File: src/rtl/sdram_fill_engine.sv
// Rectangle-fill DMA engine: writes a constant 16-bit value over a WIDTH x HEIGHT
// word rectangle through one SDRAM arbiter port, programmed via the I/O register bus.
module sdram_fill_engine #(
   parameter logic [11:0] BASE_ADDR = 12'h300,
   parameter int unsigned DIM_W     = 12
) (
   input  logic        clk_i,
   input  logic        rst_i,
   input  logic        io_write_valid_i,
   input  logic        io_read_valid_i,
   input  logic [11:0] io_addr_i,
   input  logic [31:0] io_wdata_i,
   output logic [31:0] io_rdata_o,
   output logic        sdram_wr_o,
   output logic [23:0] sdram_addr_x16_o,
   output logic [15:0] sdram_wdata_o,
   output logic [1:0]  sdram_wmask_o,
   input  logic        sdram_ack_i,
   output logic        busy_o,
   output logic        done_o
);

   localparam int unsigned AW = 24;
   localparam int unsigned DW = 16;
   localparam logic [11:0] A_CTRL   = 12'(BASE_ADDR + 12'h000);
   localparam logic [11:0] A_DST    = 12'(BASE_ADDR + 12'h004);
   localparam logic [11:0] A_SIZE   = 12'(BASE_ADDR + 12'h008);
   localparam logic [11:0] A_STRIDE = 12'(BASE_ADDR + 12'h00C);
   localparam logic [11:0] A_VALUE  = 12'(BASE_ADDR + 12'h010);

   typedef enum logic [1:0] {S_IDLE, S_RUN, S_DRAIN} state_t;

   state_t             state_q, state_d;
   logic [AW-1:0]      dst_q, dst_d, stride_q, stride_d;
   logic [AW-1:0]      row_base_q, row_base_d, addr_q, addr_d;
   logic [DIM_W-1:0]   width_q, width_d, height_q, height_d;
   logic [DIM_W-1:0]   x_q, x_d, y_q, y_d;
   logic [DW-1:0]      value_q, value_d, wdata_q, wdata_d;
   logic [1:0]         wmask_q, wmask_d;
   logic               wr_q, wr_d, busy_q, busy_d, done_q, done_d;
   logic               done_pulse_q, done_pulse_d;
   logic [31:0]        rdata_q, rdata_d;

   logic               ctrl_wr, start, abort, last_x, last_word;
   logic               unused_inputs;

   assign unused_inputs = ^{io_read_valid_i, io_wdata_i[31:28]};

   assign ctrl_wr   = io_write_valid_i && (io_addr_i == A_CTRL);
   assign start     = ctrl_wr && io_wdata_i[0];
   assign abort     = ctrl_wr && io_wdata_i[1];
   assign last_x    = (x_q == DIM_W'(width_q - DIM_W'(1)));
   assign last_word = last_x && (y_q == DIM_W'(height_q - DIM_W'(1)));

   always_comb begin
      state_d      = state_q;
      dst_d        = dst_q;
      stride_d     = stride_q;
      width_d      = width_q;
      height_d     = height_q;
      value_d      = value_q;
      row_base_d   = row_base_q;
      addr_d       = addr_q;
      x_d          = x_q;
      y_d          = y_q;
      wdata_d      = wdata_q;
      wmask_d      = wmask_q;
      wr_d         = wr_q;
      busy_d       = busy_q;
      done_d       = done_q;
      done_pulse_d = 1'b0;
      rdata_d      = '0;

      // Configuration is frozen while a fill is in flight
      if (io_write_valid_i && state_q == S_IDLE) begin
         case (io_addr_i)
            A_DST:    dst_d    = io_wdata_i[AW-1:0];
            A_SIZE: begin
               width_d  = io_wdata_i[DIM_W-1:0];
               height_d = io_wdata_i[16+DIM_W-1:16];
            end
            A_STRIDE: stride_d = io_wdata_i[AW-1:0];
            A_VALUE:  value_d  = io_wdata_i[DW-1:0];
            default: ;
         endcase
      end

      case (io_addr_i)
         A_CTRL:   rdata_d = {30'b0, done_q, busy_q};
         A_DST:    rdata_d = 32'(dst_q);
         A_SIZE: begin
            rdata_d[DIM_W-1:0]     = width_q;
            rdata_d[16+DIM_W-1:16] = height_q;
         end
         A_STRIDE: rdata_d = 32'(stride_q);
         A_VALUE:  rdata_d = 32'(value_q);
         default:  rdata_d = '0;
      endcase

      case (state_q)
         S_IDLE: begin
            if (start) begin
               done_d = 1'b0;
               if (width_q == '0 || height_q == '0) begin
                  done_d       = 1'b1;
                  done_pulse_d = 1'b1;
               end else begin
                  state_d    = S_RUN;
                  row_base_d = dst_q;
                  addr_d     = dst_q;
                  x_d        = '0;
                  y_d        = '0;
                  wdata_d    = value_q;
                  wmask_d    = 2'b11;
                  wr_d       = 1'b1;
                  busy_d     = 1'b1;
               end
            end
         end
         S_RUN: begin
            if (sdram_ack_i) begin
               if (last_word || abort) begin
                  // Completion takes priority over an abort landing on the last ack
                  state_d      = S_IDLE;
                  wr_d         = 1'b0;
                  wmask_d      = 2'b00;
                  busy_d       = 1'b0;
                  done_d       = last_word;
                  done_pulse_d = last_word;
               end else if (!last_x) begin
                  x_d    = DIM_W'(x_q + DIM_W'(1));
                  addr_d = AW'(addr_q + AW'(1));
               end else begin
                  x_d        = '0;
                  y_d        = DIM_W'(y_q + DIM_W'(1));
                  row_base_d = AW'(row_base_q + stride_q);
                  addr_d     = AW'(row_base_q + stride_q);
               end
            end else if (abort) begin
               state_d = S_DRAIN;
            end
         end
         S_DRAIN: begin
            if (sdram_ack_i) begin
               state_d = S_IDLE;
               wr_d    = 1'b0;
               wmask_d = 2'b00;
               busy_d  = 1'b0;
            end
         end
         default: state_d = S_IDLE;
      endcase
   end

   always_ff @(posedge clk_i) begin
      if (rst_i) begin
         state_q      <= S_IDLE;
         dst_q        <= '0;
         stride_q     <= '0;
         width_q      <= '0;
         height_q     <= '0;
         value_q      <= '0;
         row_base_q   <= '0;
         addr_q       <= '0;
         x_q          <= '0;
         y_q          <= '0;
         wdata_q      <= '0;
         wmask_q      <= 2'b00;
         wr_q         <= 1'b0;
         busy_q       <= 1'b0;
         done_q       <= 1'b0;
         done_pulse_q <= 1'b0;
         rdata_q      <= '0;
      end else begin
         state_q      <= state_d;
         dst_q        <= dst_d;
         stride_q     <= stride_d;
         width_q      <= width_d;
         height_q     <= height_d;
         value_q      <= value_d;
         row_base_q   <= row_base_d;
         addr_q       <= addr_d;
         x_q          <= x_d;
         y_q          <= y_d;
         wdata_q      <= wdata_d;
         wmask_q      <= wmask_d;
         wr_q         <= wr_d;
         busy_q       <= busy_d;
         done_q       <= done_d;
         done_pulse_q <= done_pulse_d;
         rdata_q      <= rdata_d;
      end
   end

   assign io_rdata_o       = rdata_q;
   assign sdram_wr_o       = wr_q;
   assign sdram_addr_x16_o = addr_q;
   assign sdram_wdata_o    = wdata_q;
   assign sdram_wmask_o    = wmask_q;
   assign busy_o           = busy_q;
   assign done_o           = done_pulse_q;

endmodule

File: config.mk
export PLATFORM = sky130hd
export DESIGN_NAME = sdram_fill_engine
export DESIGN_NICKNAME = d
export VERILOG_FILES = /design/src/rtl/sdram_fill_engine.sv
export SDC_FILE = /design/constraint.sdc
export NUM_CORES = 1
export LEC_CHECK = 0
export BUFFER_PORTS_ARGS = -buffer_cell sky130_fd_sc_hd__buf_2
export CAP_MARGIN = 10
export CORE_MARGIN = 2
export CORE_UTILIZATION = 50
export DETAILED_ROUTE_END_ITERATION = 6
export GPL_TIMING_DRIVEN = 0
export PLACE_DENSITY = 0.78
export SYNTH_ARGS = -nofsm -noshare
export SYNTH_HDL_FRONTEND = slang
export SYNTH_SLANG_ARGS = --single-unit
File: constraint.sdc
create_clock -name clk_i -period 3.2 [get_ports clk_i]
set_clock_uncertainty 0.2 [all_clocks]
set_input_delay 0.64 -clock clk_i [delete_from_list [all_inputs] [get_ports clk_i]]
set_output_delay 0.64 -clock clk_i [all_outputs]
set_load 0.005 [all_outputs]
==> results by stage, run 1 <==
Run status:
- The run finished, with violations left.
- The final reports fail on DRC, setup timing.

Worst setup path:
- In this run the worst path has a maximum fanout of 8.
- The category of cells accounting for the largest share of critical-path delay is compound AO/OA/AOI/OAI gates.
- The largest incremental delay on the critical path is approximately 470 ps.
- The worst path arrival time is ~3600 ps.
- The slowest library cell on the worst path is sky130_fd_sc_hd__or4_4.
- The critical path buffer and inverter count is 5.
- STA classifies the critical path endpoint as a flip-flop.
- STA classifies the critical path startpoint as a flip-flop.
- The required arrival time at the worst endpoint is 3450 ps.
- Walking the worst path, the cells encountered are or4_4 -> buf_6 -> nor4_4 -> o32ai_2 -> a21oi_2 -> o2111ai_4 -> buf_6 -> o41ai_4 -> buf_4 -> buf_8 -> buf_4 -> nor2_2 -> a211oi_2.
- The critical path is of the flip-flop to flip-flop type.

Power:
- The total chip power is ~5.5 mW.
- The worst IR drop on VDD is 0.361 mV.
- The static power due to leakage is 5.53 nW.
- The power density over the cells is between 300 and 400 mW/mm^2.

Timing:
- The accumulated negative setup slack is -2190 ps.
- For the finished layout, the period the worst path requires is around 3300 ps.
- The maximum frequency from static timing analysis is ~300 MHz.
- Setup repair after global routing could not meet its margin everywhere.
- The final hold slack is between 150 and 200 ps.
- The share of the cycle needed by the critical path after routing is 104%.
- The max-slew violation count is 0.
- For the pin with the worst max-slew slack, the measured transition is roughly 950 ps.
- The final-report hold violation count is 0.
- The normalized max-slew margin is a little under two fifths.
- The least setup slack across all paths after layout is -134 ps.
- Setup violations remaining at the end of the flow were counted as 35.

Die:
- The initial standard-cell utilization of the core is roughly 51%.
- The I/O pin total is 126.
- The number of core rows is 55.
- The die outline area is between 0.02 and 0.025 sq mm.
- Measured along the x axis, the die boundary spans between 150 and 200 um.
- The floorplan step defined a core boundary enclosing about 0.023 sq mm.
- The die is around 160 um tall.

Placed design:
- The congestion estimate from routability-driven global placement came to 1.00.
- The placed instance count is about 1,900.
- During placement, the flow inserted port buffers numbering 114.
- The placed wire-length estimate after detailed placement is 29.3 mm.

Cells and area:
- In the final layout, the share of cells above drive strength 1 is 23.5%.
- The number of antenna diodes in the final layout is 0.
- After the last flow step, the layout net total stands at approximately 1,700.
- The fill cell total of the finished layout is roughly 1,900.
- The finished layout holds about 2,000 standard cells, fillers aside.
- From synthesis to final layout, the design area changed by 26.2%.

Clock tree:
- The TritonCTS clock tree is built.
- Clock-pin slew was measured on the worst setup and hold paths at around 60 ps.
- The CTS root buffer is sky130_fd_sc_hd__clkbuf_16.
- The maximum count of clock buffers along a single path is 3.
- In this run the number of H-tree levels came out at 1.
- The clock insertion delay at the later pin of the skew report is approximately 530 ps.
- The clock net in this run drives a total of 209 sinks.
- The total of hold buffers inserted after clock tree synthesis is 0.
- Buffers inserted during clock tree synthesis total 23.

Synthesis:
- The top flip-flop cell by instance count after synthesis is sky130_fd_sc_hd__dfxtp_1.
- The top-area cell type share of the netlist area is a little over a third.
- The cell count after synthesis is 1,466.
- Yosys printed 0 warnings.
- The cell taking the most area after synthesis is sky130_fd_sc_hd__dfxtp_1.
- In this run, synthesis inferred 0 flip-flops with an integrated enable.
- The proportion of synthesized flip-flops having asynchronous set or reset is 0%.
- The most repeated cell in the gate-level netlist after synthesis is sky130_fd_sc_hd__nand2_1.
- After synthesis the netlist holds a flip-flop and latch count of approximately 210.
- The sequential area share after synthesis is 36.6%.
- By area the synthesized netlist is led by sky130_fd_sc_hd__dfxtp_1, sky130_fd_sc_hd__nand2_1, sky130_fd_sc_hd__a21oi_1, sky130_fd_sc_hd__nor2_1, sky130_fd_sc_hd__ha_1.
- The post-synthesis cell type count is 90.
- The synthesized cell area is 0.0114 sq mm.
- Averaged over all synthesized cells, the footprint is between 7 and 8 sq um.
- The commonest cells after synthesis are sky130_fd_sc_hd__nand2_1, sky130_fd_sc_hd__dfxtp_1, sky130_fd_sc_hd__a21oi_1, sky130_fd_sc_hd__nor2_1, sky130_fd_sc_hd__clkbuf_1.

Drt:
- After detailed routing, the total wire length is between 40 and 50 mm.
- After the first detailed-routing iteration, the DRC count stood at 1,688.
- Using the TritonRoute via totals, the vias-per-cell ratio works out to around 6.4.
- Summing over every cut layer, the via total after detailed routing is 12,459.
- In the final routed layout, each cell accounts on average for between 20 and 25 um.
- The post-route antenna net violation count is 0.
- The first-pass detailed-route iteration total is 7.
- The detailed-route DRC error count is 1.

Global route:
- The via count of the first global-routing pass came to 11,404.
- The initial antenna violation count is 0.
- The first global-routing pass estimated a little over 60 mm of wire.
- Entering global routing, the biggest net connects 14 pins.
- Global routing consumed, over all layers together, between 30% and 40% of the routing resources.
- The sum of overflow across all layers after global routing is 0.

Run:
- The max-cap violation count is 0.

Worst hold path:
- The min-delay analysis places its worst path in the category primary input to flip-flop.
per-stage QoR:
step | utilization, % | area [sq um] | setup WS (ps)
final | 64.0 | 14400 | -134
after global routing | 64.0 | 14400 | -193
after CTS | 59.5 | 13400 | -1.56
after detailed placement | 54.9 | 12400 | -930
after global placement | 54.8 | 12400 | -916
after floorplan | - | 11400 | 37.1
logic make-up after synthesis:
family	count (synthesis)	synth area share [%]
AO/OA/AOI/OAI	394	22.2
adder cells (fa/ha/maj)	32	3.57
flip-flops	209	36.6
XOR/XNOR	67	5.13
multiplexers	25	2.67
other	1	0.0328
AND/OR/NAND/NOR	600	24.5
buffers and inverters	138	5.31
worst paths after layout:
kind | slack, ps | endpoint | cells past startpoint | startpoint
worst max-delay path | -130 | row_base_q[0]$_SDFFE_PP0P_ | 13 | width_q[3]$_SDFFE_PP0P_
worst min-delay path | 160 | height_q[11]$_SDFFE_PP0P_ | 3 | io_wdata_i[27]
worst max register to register | -130 | row_base_q[0]$_SDFFE_PP0P_ | 13 | width_q[3]$_SDFFE_PP0P_
worst min register to register | 250 | sdram_wdata_o[9]$_SDFFE_PP0P_ | 2 | sdram_wdata_o[9]$_SDFFE_PP0P_
worst min-delay path: cells and delay by family:
kind | cells | cell delay [ps]
buffers and inverters | 1 | 100
and+or+nand+nor | 1 | 40
AOI/OAI and AO/OA | 1 | 50
registers in the layout, indices dropped and copies added, names as in the netlist:
name	cells
io_rdata_o	28
dst_q	24
row_base_q	24
sdram_addr_x16_o	24
stride_q	24
sdram_wdata_o	16
value_q	16
height_q	12
width_q	12
x_q	12
y_q	12
state_q	2
done_o	1
done_q	1
sdram_wmask_o	1
layout make-up:
type                    instances  area, sq um  share of cell area (%)
well taps                     285          357                    2.47
plain buffers                  98          597                    4.13
flip-flops and latches        209         4200                    29.1
repair buffers                159         1040                    7.17
clock inverters                10          151                    1.05
multi-input cells            1122         7330                    50.8
inverters                      36          135                   0.936
clock buffers                  32          629                    4.36
placed cells by master, fill, tap and decap left out, drive strengths merged, types with 5 or more instances in the layout:
| cell type | Yosys | final |
|---|---|---|
| nand2b | 10 | 10 |
| o2111ai | 5 | 5 |
| ha | 31 | 31 |
| a211oi | 14 | 14 |
| nand2 | 276 | 276 |
| nor2b | 14 | 14 |
| and4 | 8 | 8 |
| xor2 | 25 | 25 |
| a2111oi | 5 | 5 |
| dfxtp | 209 | 209 |
| o21a | 11 | 11 |
| nor2 | 129 | 129 |
| o21bai | 5 | 5 |
| xnor2 | 42 | 42 |
| o211ai | 6 | 6 |
| inv | 36 | 38 |
| or3 | 11 | 11 |
| a22oi | 16 | 16 |
| nand3 | 41 | 41 |
| and3 | 19 | 19 |
| a31oi | 21 | 21 |
| o211a | 5 | 5 |
| buf | 35 | 190 |
| and2 | 7 | 7 |
| nand4 | 17 | 17 |
| o22ai | 5 | 5 |
| a222oi | 10 | 10 |
| mux2 | 21 | 21 |
| nor4 | 13 | 13 |
| clkbuf | 67 | 99 |
| a21oi | 175 | 175 |
| o21ai | 56 | 56 |
| nor4b | 5 | 5 |
| nor3 | 26 | 26 |
| o31ai | 6 | 6 |
| a21o | 11 | 11 |
| nand3b | 5 | 5 |
metal layers:
layer	vias to the layer above	GRT usage (%)	share of wire (%)
met2	828	51.2	44
met5	-	0	0
met1	5861	41.7	38
met3	193	5.65	11
li1	5577	-	-
met4	0	18.0	6.1
report_power, final:
group,leakage [nW],total [mW],switching [mW],internal [mW]
clock,0.376,2.77,1.13,1.64
combinational,3.46,0.173,0.126,0.0472
sequential,1.69,2.60,0.000148,2.60
what timing repair did:
| action | in CTS | in global routing |
|---|---|---|
| buffers inserted | 11 | 27 |
| gates resized for setup | 49 | 172 |
| cloned | 0 | 6 |
| setup endpoints to repair | 115 | 116 |
| pin swaps | 12 | 36 |
No activity file was read; power rests on OpenSTA's default activity.
==> run 2, diff against run 1 <==
- BUFFER_PORTS_ARGS: -buffer_cell sky130_fd_sc_hd__buf_2 -> default
- DONT_BUFFER_PORTS: default -> 1
- PLACE_DENSITY: 0.78 -> 0.74
==> results by stage, run 2 (synthesized netlist as in run 1, its figures left out) <==
Global route:
- The maximum number of pins on one net before global-route repair is 14.
- Summed over all layers, the global routing overflow is 0.
- In the global route stage, overall resource usage came out at 31.9%.
- The initial antenna violation count came to 0.
- The wire length of the first global-routing pass is about 60 mm.
- The via count of the first global-routing pass is about 11,000.

Cells and area:
- The fill cell total of the finished layout is 2,027.
- At the end of the flow the core is filled with cells to approximately three fifths.
- The final layout net count is between 1,500 and 2,000.
- Summing all multi-input logic gate instances after layout gives between 0.007 and 0.008 sq mm.
- After routing the design area is 0.0134 sq mm.
- In the layout the commonest cells are sky130_fd_sc_hd__nand2_1, sky130_fd_sc_hd__dfxtp_1, sky130_fd_sc_hd__a21oi_1, sky130_fd_sc_hd__nor2_1, sky130_fd_sc_hd__clkbuf_1.
- From synthesis to final layout, the design area changed by 17.1%.
- Registers take ~0.0042 sq mm.
- The share of final-layout standard cells stronger than drive strength 1 is between 10 and 15%.
- The register with the most flip-flops in the layout has 28 of them.
- The library cell used most frequently in the layout, excluding fill and tap cells, is sky130_fd_sc_hd__nand2_1.
- The number of antenna diodes in the final layout is 0.
- The post-route non-filler standard cell count is 1,818.

Drt:
- After detailed routing, the average wire length per cell comes to 22.2 um.
- Detailed routing inserted a total of 11,625 vias.
- The total routed wirelength is 40.4 mm.
- The violation count after the first detailed-route iteration is ~1,400.
- Once detail routing completed, the nets flagged for antenna violations numbered 0.
- Dividing the detail-routed via count by the number of cells gives 6.39.
- In the routed design, unresolved DRC markers number 3.
- Before antenna repair, the detailed router went through 7 iterations.

Power:
- Across the VDD grid, the largest voltage drop is 0.351 mV.
- The total chip power is ~5.5 mW.
- The power density over the cells is between 400 and 500 mW/mm^2.
- The static power due to leakage is approximately 4.7 nW.

Placed design:
- The number of placed instances, taps included, is ~1,800.
- The congestion estimate from routability-driven global placement came to roughly 0.96.
- Input and output buffers added on the ports amount to 0.
- The placed wire-length estimate after detailed placement is around 30 mm.
- After detailed placement, the total cell area comes to around 0.012 sq mm.

Worst hold path:
- The depth of the worst hold-timing path is 2.
- In this run the worst hold path is classified as primary input to flip-flop.

Worst setup path:
- Traced cell by cell, the critical path runs through ha_1 -> clkbuf_1 -> nand4_1 -> a311oi_2 -> o41ai_2 -> o31ai_1 -> o32ai_2 -> a21oi_1 -> nor4b_2.
- Counting cells, the worst reg-to-reg path comes to 9.
- For this design, the slowest cell found on the critical path is sky130_fd_sc_hd__a311oi_2.
- The critical path runs through a total of 9 cells.
- At the worst endpoint, the arrival time is 3460 ps.
- The kind of cell with the highest combined delay along the critical path is compound AO/OA/AOI/OAI gates.
- For the worst setup path, the data required time is 3430 ps.
- The largest incremental delay on the critical path is 460 ps.
- The critical setup path kind is flip-flop to flip-flop.
- The nature of the critical path startpoint is a flip-flop.
- The critical path buffer and inverter count is 1.
- Of all nets on the critical path, the largest fanout is 8.
- The setup slack of the most critical reg-to-reg path is -30 ps.
- The type of element capturing the critical path is a flip-flop.

Die:
- After floorplanning, the core was divided into 55 placement rows.
- 126 I/O pins were placed.
- The die is roughly 160 um wide.
- The die covers 0.0241 sq mm.
- The die is approximately 160 um tall.
- Once the floorplan was initialized, standard cells occupied 50.7% of the core.
- The placeable core region is around 0.023 sq mm.

Clock tree:
- After clock tree synthesis, the clock-pin slew on the worst setup and hold paths is 70 ps.
- The clock insertion delay at the later pin of the skew report is 530 ps.
- CTS placed an instance of sky130_fd_sc_hd__clkbuf_16 at the clock tree root.
- No sink is reached through more buffers than the 3 on the longest clock path.
- The number of clock sinks is ~210.
- TritonCTS built the clock tree.
- The number of CTS-inserted buffers is 23.
- In this run the number of H-tree levels came out at 1.

Timing:
- For the pin with the worst max-slew slack, the measured transition is between 900 and 1000 ps.
- The max-slew violation count is 0.
- Setup repair after global routing could not meet its margin everywhere.
- Setup violations remaining at the end of the flow were counted as 3.
- The normalized max-slew margin is about two fifths.
- The final-report hold violation count is 0.
- The maximum frequency from static timing analysis is roughly 310 MHz.
- The worst path uses 101% of the clock period.
- The least setup slack across all paths after layout is -27.4 ps.
- The minimum clock period after layout is roughly 3200 ps.

Run:
- Across the run, the number of max-cap violations was 0.

Run status:
- The final reports fail on DRC, setup timing.
- The run finished, with violations left.
run 2: repair_timing:
action | 4_1_cts | 5_1_grt
gates resized for setup | 51 | 105
hold buffers | 0 | 0
buffers inserted | 9 | 13
setup endpoints to repair | 112 | 116
gates cloned | 0 | 1
pin swaps | 8 | 22
run 2: report_power, final:
group / total [mW] / leakage, nW / switching [mW] / internal, mW
Sequential: 2.60 / 1.69 / 0.000145 / 2.60
Combinational: 0.108 / 2.68 / 0.0837 / 0.0242
Clock: 2.75 / 0.382 / 1.12 / 1.62
Total: 5.45 / 4.75 / 1.21 / 4.24
run 2: final cells by class:
class	instances	area share, %
Tap cell	285	2.66
Clock inverter	10	0.841
Multi-Input combinational cell	1122	52.8
Sequential cell	209	31.4
Clock buffer	31	4.97
Buffer	101	4.31
Timing Repair Buffer	24	2.00
Inverter	36	1.01
run 2: per-layer routing:
layer | part of all wire, % | global-route usage, % | routed length (um)
met1 | 39 | 41.7 | 16000
met4 | 5.4 | 15.0 | 2180
met2 | 44 | 50.5 | 18000
met5 | 0 | 0 | 0
met3 | 11 | 6.80 | 4310
run 2: final timing paths:
check	to	start
setup / recovery	sdram_addr_x16_o[17]$_SDFFE_PP0P_	stride_q[12]$_SDFFE_PP0P_
hold / removal	dst_q[22]$_SDFFE_PP0P_	io_wdata_i[22]
setup reg to reg	sdram_addr_x16_o[17]$_SDFFE_PP0P_	stride_q[12]$_SDFFE_PP0P_
hold reg to reg	done_q$_SDFFE_PP0P_	done_q$_SDFFE_PP0P_
run 2: metrics by stage:
step	TNS [ps]	hold WS [ps]	worst slack, ps
after detailed placement	-89290	248	-830
after global placement	-78090	240	-1060
after CTS	-94.7	41.6	-51.6
final	-37.2	41.5	-27.4
after global routing	-615	43.0	-119
after floorplan	0	229	37.1
